`src/rtl/multicycle_control_unit.sv`:
```
// Multicycle RV32I control FSM: sequences fetch/decode/execute/memory/writeback and
// drives every datapath enable and mux select from the current state and IR fields.
module multicycle_control_unit #(
    parameter bit BRANCH_FULL = 1'b1,
    parameter bit MEM_WAIT_EN = 1'b1
) (
    input  logic       clk,
    input  logic       rst_n,
    input  logic [6:0] op,
    input  logic [2:0] funct3,
    input  logic       funct7_5,
    input  logic       EQ,
    input  logic       LT,
    input  logic       LTU,
    input  logic       mem_ready,
    output logic       PCWrite,
    output logic       IRWrite,
    output logic       RegWrite,
    output logic       MemWrite,
    output logic       AdrSrc,
    output logic [1:0] ResultSrc,
    output logic [1:0] ALUSrcA,
    output logic [1:0] ALUSrcB,
    output logic [3:0] ALUctrl,
    output logic [2:0] ImmSrc,
    output logic [3:0] state,
    output logic       illegal
);

    typedef enum logic [3:0] {
        StFetch    = 4'd0,
        StDecode   = 4'd1,
        StMemAdr   = 4'd2,
        StMemRead  = 4'd3,
        StMemWb    = 4'd4,
        StMemWrite = 4'd5,
        StExecR    = 4'd6,
        StExecI    = 4'd7,
        StAluWb    = 4'd8,
        StJal      = 4'd9,
        StBranch   = 4'd10,
        StLui      = 4'd11,
        StHalt     = 4'd15
    } state_e;

    localparam logic [6:0] OpLoad   = 7'b0000011;
    localparam logic [6:0] OpStore  = 7'b0100011;
    localparam logic [6:0] OpRType  = 7'b0110011;
    localparam logic [6:0] OpIType  = 7'b0010011;
    localparam logic [6:0] OpJal    = 7'b1101111;
    localparam logic [6:0] OpBranch = 7'b1100011;
    localparam logic [6:0] OpLui    = 7'b0110111;

    localparam logic [3:0] AluAdd  = 4'd0;
    localparam logic [3:0] AluSub  = 4'd1;
    localparam logic [3:0] AluAnd  = 4'd2;
    localparam logic [3:0] AluOr   = 4'd3;
    localparam logic [3:0] AluXor  = 4'd4;
    localparam logic [3:0] AluSlt  = 4'd5;
    localparam logic [3:0] AluSltu = 4'd6;
    localparam logic [3:0] AluSll  = 4'd7;
    localparam logic [3:0] AluSrl  = 4'd8;
    localparam logic [3:0] AluSra  = 4'd9;

    state_e state_q, state_d;
    logic   rdy;
    logic   branch_ok;
    logic   taken;
    logic   [3:0] alu_op;

    assign rdy   = MEM_WAIT_EN ? mem_ready : 1'b1;
    assign state = state_q;

    // funct3 010/011 never encode a branch; 1xx only exist with the full branch set.
    assign branch_ok = (funct3[2:1] == 2'b00) || (BRANCH_FULL && funct3[2]);

    always_comb begin
        taken = 1'b0;
        unique case (funct3)
            3'b000:  taken = EQ;
            3'b001:  taken = !EQ;
            3'b100:  taken = LT;
            3'b101:  taken = !LT;
            3'b110:  taken = LTU;
            3'b111:  taken = !LTU;
            default: taken = 1'b0;
        endcase
    end

    always_comb begin
        alu_op = AluAdd;
        unique case (funct3)
            3'b000:  alu_op = (state_q == StExecR && funct7_5) ? AluSub : AluAdd;
            3'b001:  alu_op = AluSll;
            3'b010:  alu_op = AluSlt;
            3'b011:  alu_op = AluSltu;
            3'b100:  alu_op = AluXor;
            3'b101:  alu_op = funct7_5 ? AluSra : AluSrl;
            3'b110:  alu_op = AluOr;
            default: alu_op = AluAnd;
        endcase
    end

    always_comb begin
        ImmSrc = 3'b000;
        unique case (op)
            OpStore:  ImmSrc = 3'b001;
            OpBranch: ImmSrc = 3'b010;
            OpJal:    ImmSrc = 3'b011;
            OpLui:    ImmSrc = 3'b100;
            default:  ImmSrc = 3'b000;
        endcase
    end

    always_ff @(posedge clk or negedge rst_n) begin
        if (!rst_n) begin
            state_q <= StFetch;
        end else begin
            state_q <= state_d;
        end
    end

    always_comb begin
        state_d = state_q;
        unique case (state_q)
            StFetch:    if (rdy) state_d = StDecode;
            StDecode: begin
                unique case (op)
                    OpLoad, OpStore: state_d = StMemAdr;
                    OpRType:         state_d = StExecR;
                    OpIType:         state_d = StExecI;
                    OpJal:           state_d = StJal;
                    OpBranch:        state_d = branch_ok ? StBranch : StHalt;
                    OpLui:           state_d = StLui;
                    default:         state_d = StHalt;
                endcase
            end
            StMemAdr:   state_d = op[5] ? StMemWrite : StMemRead;
            StMemRead:  if (rdy) state_d = StMemWb;
            StMemWb:    state_d = StFetch;
            StMemWrite: if (rdy) state_d = StFetch;
            StExecR,
            StExecI,
            StJal,
            StLui:      state_d = StAluWb;
            StAluWb:    state_d = StFetch;
            StBranch:   state_d = StFetch;
            StHalt:     state_d = StHalt;
            default:    state_d = StHalt;
        endcase
    end

    always_comb begin
        PCWrite   = 1'b0;
        IRWrite   = 1'b0;
        RegWrite  = 1'b0;
        MemWrite  = 1'b0;
        AdrSrc    = 1'b0;
        ResultSrc = 2'b00;
        ALUSrcA   = 2'b00;
        ALUSrcB   = 2'b00;
        ALUctrl   = AluAdd;
        illegal   = 1'b0;
        unique case (state_q)
            StFetch: begin
                ALUSrcB   = 2'b10;
                ResultSrc = 2'b10;
                IRWrite   = rdy;
                PCWrite   = rdy;
            end
            StDecode: begin
                ALUSrcA = 2'b01;
                ALUSrcB = 2'b01;
            end
            StMemAdr: begin
                ALUSrcA = 2'b10;
                ALUSrcB = 2'b01;
            end
            StMemRead:  AdrSrc = 1'b1;
            StMemWb: begin
                ResultSrc = 2'b01;
                RegWrite  = 1'b1;
            end
            StMemWrite: begin
                AdrSrc   = 1'b1;
                MemWrite = 1'b1;
            end
            StExecR, StExecI: begin
                ALUSrcA = 2'b10;
                ALUSrcB = (state_q == StExecR) ? 2'b00 : 2'b01;
                ALUctrl = alu_op;
            end
            StAluWb:    RegWrite = 1'b1;
            StJal: begin
                ALUSrcA = 2'b01;
                ALUSrcB = 2'b10;
                PCWrite = 1'b1;
            end
            StBranch: begin
                ALUSrcA = 2'b10;
                ALUctrl = AluSub;
                PCWrite = taken;
            end
            StLui: begin
                ALUSrcA = 2'b11;
                ALUSrcB = 2'b01;
            end
            default:    illegal = 1'b1;
        endcase
        // Reset must mask the Mealy enables immediately, not just after the state flop clears.
        if (!rst_n) begin
            PCWrite  = 1'b0;
            IRWrite  = 1'b0;
            RegWrite = 1'b0;
            MemWrite = 1'b0;
            illegal  = 1'b0;
        end
    end

endmodule

```
`config.mk`:
```
export PLATFORM = sky130hd
export DESIGN_NAME = multicycle_control_unit
export DESIGN_NICKNAME = d
export VERILOG_FILES = /design/src/rtl/multicycle_control_unit.sv
export SDC_FILE = /design/constraint.sdc
export NUM_CORES = 1
export LEC_CHECK = 0
export CAP_MARGIN = 40
export CELL_PAD_IN_SITES_DETAIL_PLACEMENT = 0
export CELL_PAD_IN_SITES_GLOBAL_PLACEMENT = 1
export CORE_MARGIN = 5
export CORE_UTILIZATION = 25
export DETAILED_ROUTE_END_ITERATION = 12
export GPL_TIMING_DRIVEN = 0
export PLACE_DENSITY = 0.77
export SETUP_SLACK_MARGIN = 0.15
export SKIP_CTS_REPAIR_TIMING = 1
export SYNTH_ARGS = -nofsm -noshare
export SYNTH_HDL_FRONTEND = slang
export SYNTH_SLANG_ARGS = --single-unit
```
`constraint.sdc`:
```
create_clock -name clk -period 1.6 [get_ports clk]
set_clock_uncertainty 0.1 [all_clocks]
set_input_delay 0.32 -clock clk [delete_from_list [all_inputs] [get_ports clk]]
set_output_delay 0.32 -clock clk [all_outputs]
set_load 0.01 [all_outputs]
```
-- Yosys cells after proc, flatten, opt, wreduce, memory -nomap -nowiden
Cells that the tools add are included.
- equal/unequal tests: 28
- multiplexer cells: 28
- reduce and logical (&&, ||, !) cells: 20
- operator list (operator ; count):
    $pmux W4 S7 ; 2
    $pmux W4 S6 ; 1
    $eq A7 B6 Y1 const B ; 3
    $eq A4 B3 Y1 const B ; 4
    $eq A4 B4 Y1 const B ; 4
    $eq A7 B7 Y1 const B ; 2
    $mux W1 ; 13
    $eq A3 B3 Y1 const B ; 4
    $mux W4 ; 3
    $pmux W2 S3 ; 2
    $pmux W3 S4 ; 1
    $reduce_or A12 Y1 ; 1
    $reduce_or A2 Y1 ; 6
    $eq A4 B2 Y1 const B ; 2
    $pmux W4 S2 ; 1
    $reduce_or A4 Y1 ; 2
    $eq A7 B2 Y1 const B ; 1
    $eq A7 B5 Y1 const B ; 1
    $eq A3 B2 Y1 const B ; 2
    $mux W3 ; 2
    $ne A2 B2 Y1 const B ; 3
    $pmux W1 S6 ; 1
    $reduce_or A3 Y1 ; 2
    $eq A4 B1 Y1 const B ; 1
    other kinds (10) ; 12
- flip-flop bits (word level): 4
- output and inout port bits: 23
- logic and storage cells: 77

-- Depth between registers and ports, before layout
- word-level depth: 5
- mapped depth: 5
- gate-level depth less buffers: 4

-- Least setup slack after synthesis
OpenSTA, ideal clock, no wires.
- kind: reg2out
- start: reg state_q[1] (netlist: state[1])
- end: out PCWrite
- arrival time: 1.475 ns
- slack: -0.295 ns
- stages on the path, launching flop included: 6
- path buffers: 1
- path through: dfrtp_1 buf_2 nor4_1 and3_1 a31oi_1 o21ai_1
- word-level cells in the longest chain between the ends: 3
- elaborated cells on any way between the ends: 5
- those cells by class: eq/ne: 2; mux: 2; reduce/logical: 1
- RTL lines (item ; line ; text):
    start, declared ; 65 ; state_e state_q, state_d;
    start signal, assigned ; 117 ; state_q <= StFetch;
    start signal, assigned ; 119 ; state_q <= state_d;
    $eq A4 B4 Y1 or $logic_not A4 Y1 (tied branches) ; 164 ; unique case (state_q)
    $pmux W1 S3 * ; 164 ;
    $mux W1 * ; 211 ; if (!rst_n) begin
    end, declared ; 16 ; output logic PCWrite,
Mark *: on every way between the ends. The rest lies on a longest branch, timed or not.

-- Worst setup path in the final report
Same ends and word-level chain as after synthesis.

==> out/metrics.cfg <==
[layout]
post-route-util_pct = 52.6
insertedDiodeCount = 0
layout-drive-gt1-share_pct = 50.6
instances_no_fill = 195
largest_reg_flops = 4
areaGrowthSynthToFinish_pct = 99.3
final_area_mm2 = 0.00146
fill_cells = 293
nNetsFinal = 183

[die]
die_w_um = 64.2
io_pins = 40
die_y_um = 64.2
row_count = 19
dieArea_mm2 = 0.00412
core_area_mm2 = 0.00278
initial_core_util_pct = 26.4

[synth]
yosysSeqAreaShare_pct = 13.6
netlist_instances = 107
synth_nets = 124
ys.flop_type = dfrtp_1
synth.distinct_cells = 41
ys_seq_elements = 4
synth_edf_count = 0
syn-cell-area_um2 = 734
async_reset_ff_share_pct = 100
syn_area_per_cell_um2 = 6.86
synth_warnings = 0

[worst_hold_path]
min_path_type = in2reg

[timing]
clock.fmax_ghz = 0.508
grt_setup_unrepaired = yes
drv_slew = 0
fin_crit_sh_pct = 123
slew_headroom_pct = 77.3
worst_pin_slew_ns = 0.339
finalWorstSetupSlack_ns = -0.370
period_needed_ns = 1.97
finalHoldViolCount = 0
setup_viol = 16

[placement]
hpwl_um = 2000
place_ws_ns = -1.02
io_buffer_count = 35
gp_congestion = 0.826
place_inst = 173
dpl_cell_area_mm2 = 0.00123

[global_routing]
grt_usage_pct = 12.1
grt-ovfl-total = 0
grt_pass1_vias = 897
grt_pass1_wl_um = 4190
antenna_found_initial = 0
grt_max_degree = 11

[routing]
viasPerCell = 5.04
drt_first_pass_iters = 4
drc_errors = 0
num_vias = 982
drtIter0Drc = 40
wirelength_um = 2770
routedWlPerCell_um = 14.2
ant_nets = 0

[status]
status = finished, violations left
violations = negative setup slack

[clock_network]
clk_pin_slew_ns = 0.03
cts_tree = built
cts_root_buf = clkbuf_4
cts_buffers = 3
insertion_delay_ns = 0.24
clk_path_buf_depth = 2
h-tree-depth = 1
cts_sinks = 4

[critical_path]
cp.required_ns = 1.18
setup.worst_path.class = reg2out
worst_setup_path_start_kind = flip-flop
crit_fanout = 5
cp.arrival_ns = 1.55
endpoint_kind = primary output

[power]
p_total_mw = 2.19
peakVddDrop_uv = 1140
power_density_mw_per_mm2 = 1500
power.leakage_nw = 0.721

[flow_run]
cap_violations = 0

## per-layer routing
| layer | track usage (%) | wire [um] | vias up |
|---|---|---|---|
| li1 | - | - | 512 |
| met1 | 16.3 | 1270 | 441 |
| met2 | 20.4 | 1390 | 27 |
| met3 | 1.05 | 95 | 2 |
| met4 | 3.82 | 11 | 0 |
| met5 | 0 | 0 | - |
## synthesized netlist by cell type, types with 2 or more instances
cell type  count  share of area (%)
buf_2          6                4.1
a21oi_1        3                2.0
clkbuf_1       2                1.0
o21ai_1        6                4.1
dfrtp_1        4                 14
nand3_1        6                4.1
nand2b_1       5                4.3
o21ai_0        3                2.0
and3_1         3                2.6
nor3_1         8                5.5
o32ai_1        2                2.4
nand2_1        5                2.6
nor2b_1        5                4.3
inv_1          4                2.0
or3_1          4                3.4
mux2i_1        2                2.7
nor2_1         7                3.6
nor4_1         4                3.4
xor2_1         2                2.4
xnor2_1        5                6.0
## where the power goes
part	leakage [nW]	switching [mW]	internal, mW
sequential	0.0450	0.0770	0.161
clock	0.0138	0.0421	0.0840
combinational	0.662	0.870	0.956
## worst max-delay path, cell delays in order, from the launching register on
cell     delay [ns]
dfrtp_2        0.42
buf_6          0.14
nor4_4         0.28
and3_4         0.22
a31oi_1        0.04
o21ai_1        0.08
buf_2          0.15
## cells in the final DEF (no fill, tap or decap), types with 4 or more instances in the layout
master / n
nor2_1: 4
nor3_1: 4
dlymetal6s2s_1: 10
dfrtp_2: 4
xnor2_1: 4
nand3_1: 6
nor2b_1: 4
buf_4: 14
nor3_2: 4
clkdlybuf4s50_1: 4
o21ai_1: 6
buf_6: 9
buf_2: 19
## final timing paths
| check | start | to | cells past startpoint | slack, ns |
|---|---|---|---|---|
| worst max-delay path | state[1]$_DFFE_PN0P_ | PCWrite | 6 | -0.37 |
| worst min-delay path | op[3] | state[1]$_DFFE_PN0P_ | 4 | 0.41 |
| worst max register to register | state[1]$_DFFE_PN0P_ | state[2]$_DFFE_PN0P_ | 5 | 0.17 |
| worst min register to register | state[2]$_DFFE_PN0P_ | state[3]$_DFFE_PN0P_ | 2 | 0.52 |
| max in group asynchronous | rst_n | state[3]$_DFFE_PN0P_ | 2 | 0.70 |
| min in group asynchronous | rst_n | state[0]$_DFFE_PN0P_ | 2 | 0.50 |
## area by class of cell
type / instances / area [um^2] / share of cell area (%)
Buffer: 9 / 83.8 / 5.73
Sequential cell: 4 / 105 / 7.18
Tap cell: 31 / 38.8 / 2.65
Inverter: 5 / 23.8 / 1.62
Timing Repair Buffer: 54 / 455 / 31.1
Clock buffer: 3 / 22.5 / 1.54
Multi-Input combinational cell: 89 / 734 / 50.2
## stage by stage
| stage | hold WS (ns) | setup TNS (ns) |
|---|---|---|
| after floorplan | -0.0756 | -0.0399 |
| after global placement | 0.507 | -11.61 |
| after detailed placement | 0.511 | -11.87 |
| after CTS | 0.263 | -13.50 |
| after global routing | 0.458 | -3.75 |
| final | 0.409 | -2.77 |
## kinds of logic (layout without fill, tap and decap cells)
| family | after synthesis | after routing | synth area share, % |
|---|---|---|---|
| AND/OR/NAND/NOR | 54 | 54 | 41.2 |
| multiplexers | 2 | 2 | 2.73 |
| XOR/XNOR | 7 | 7 | 8.35 |
| AO/OA/AOI/OAI | 26 | 26 | 24.9 |
| buffers and inverters | 14 | 71 | 9.20 |
| flip-flops | 4 | 4 | 13.6 |
Power figures use the tool's default switching activity.
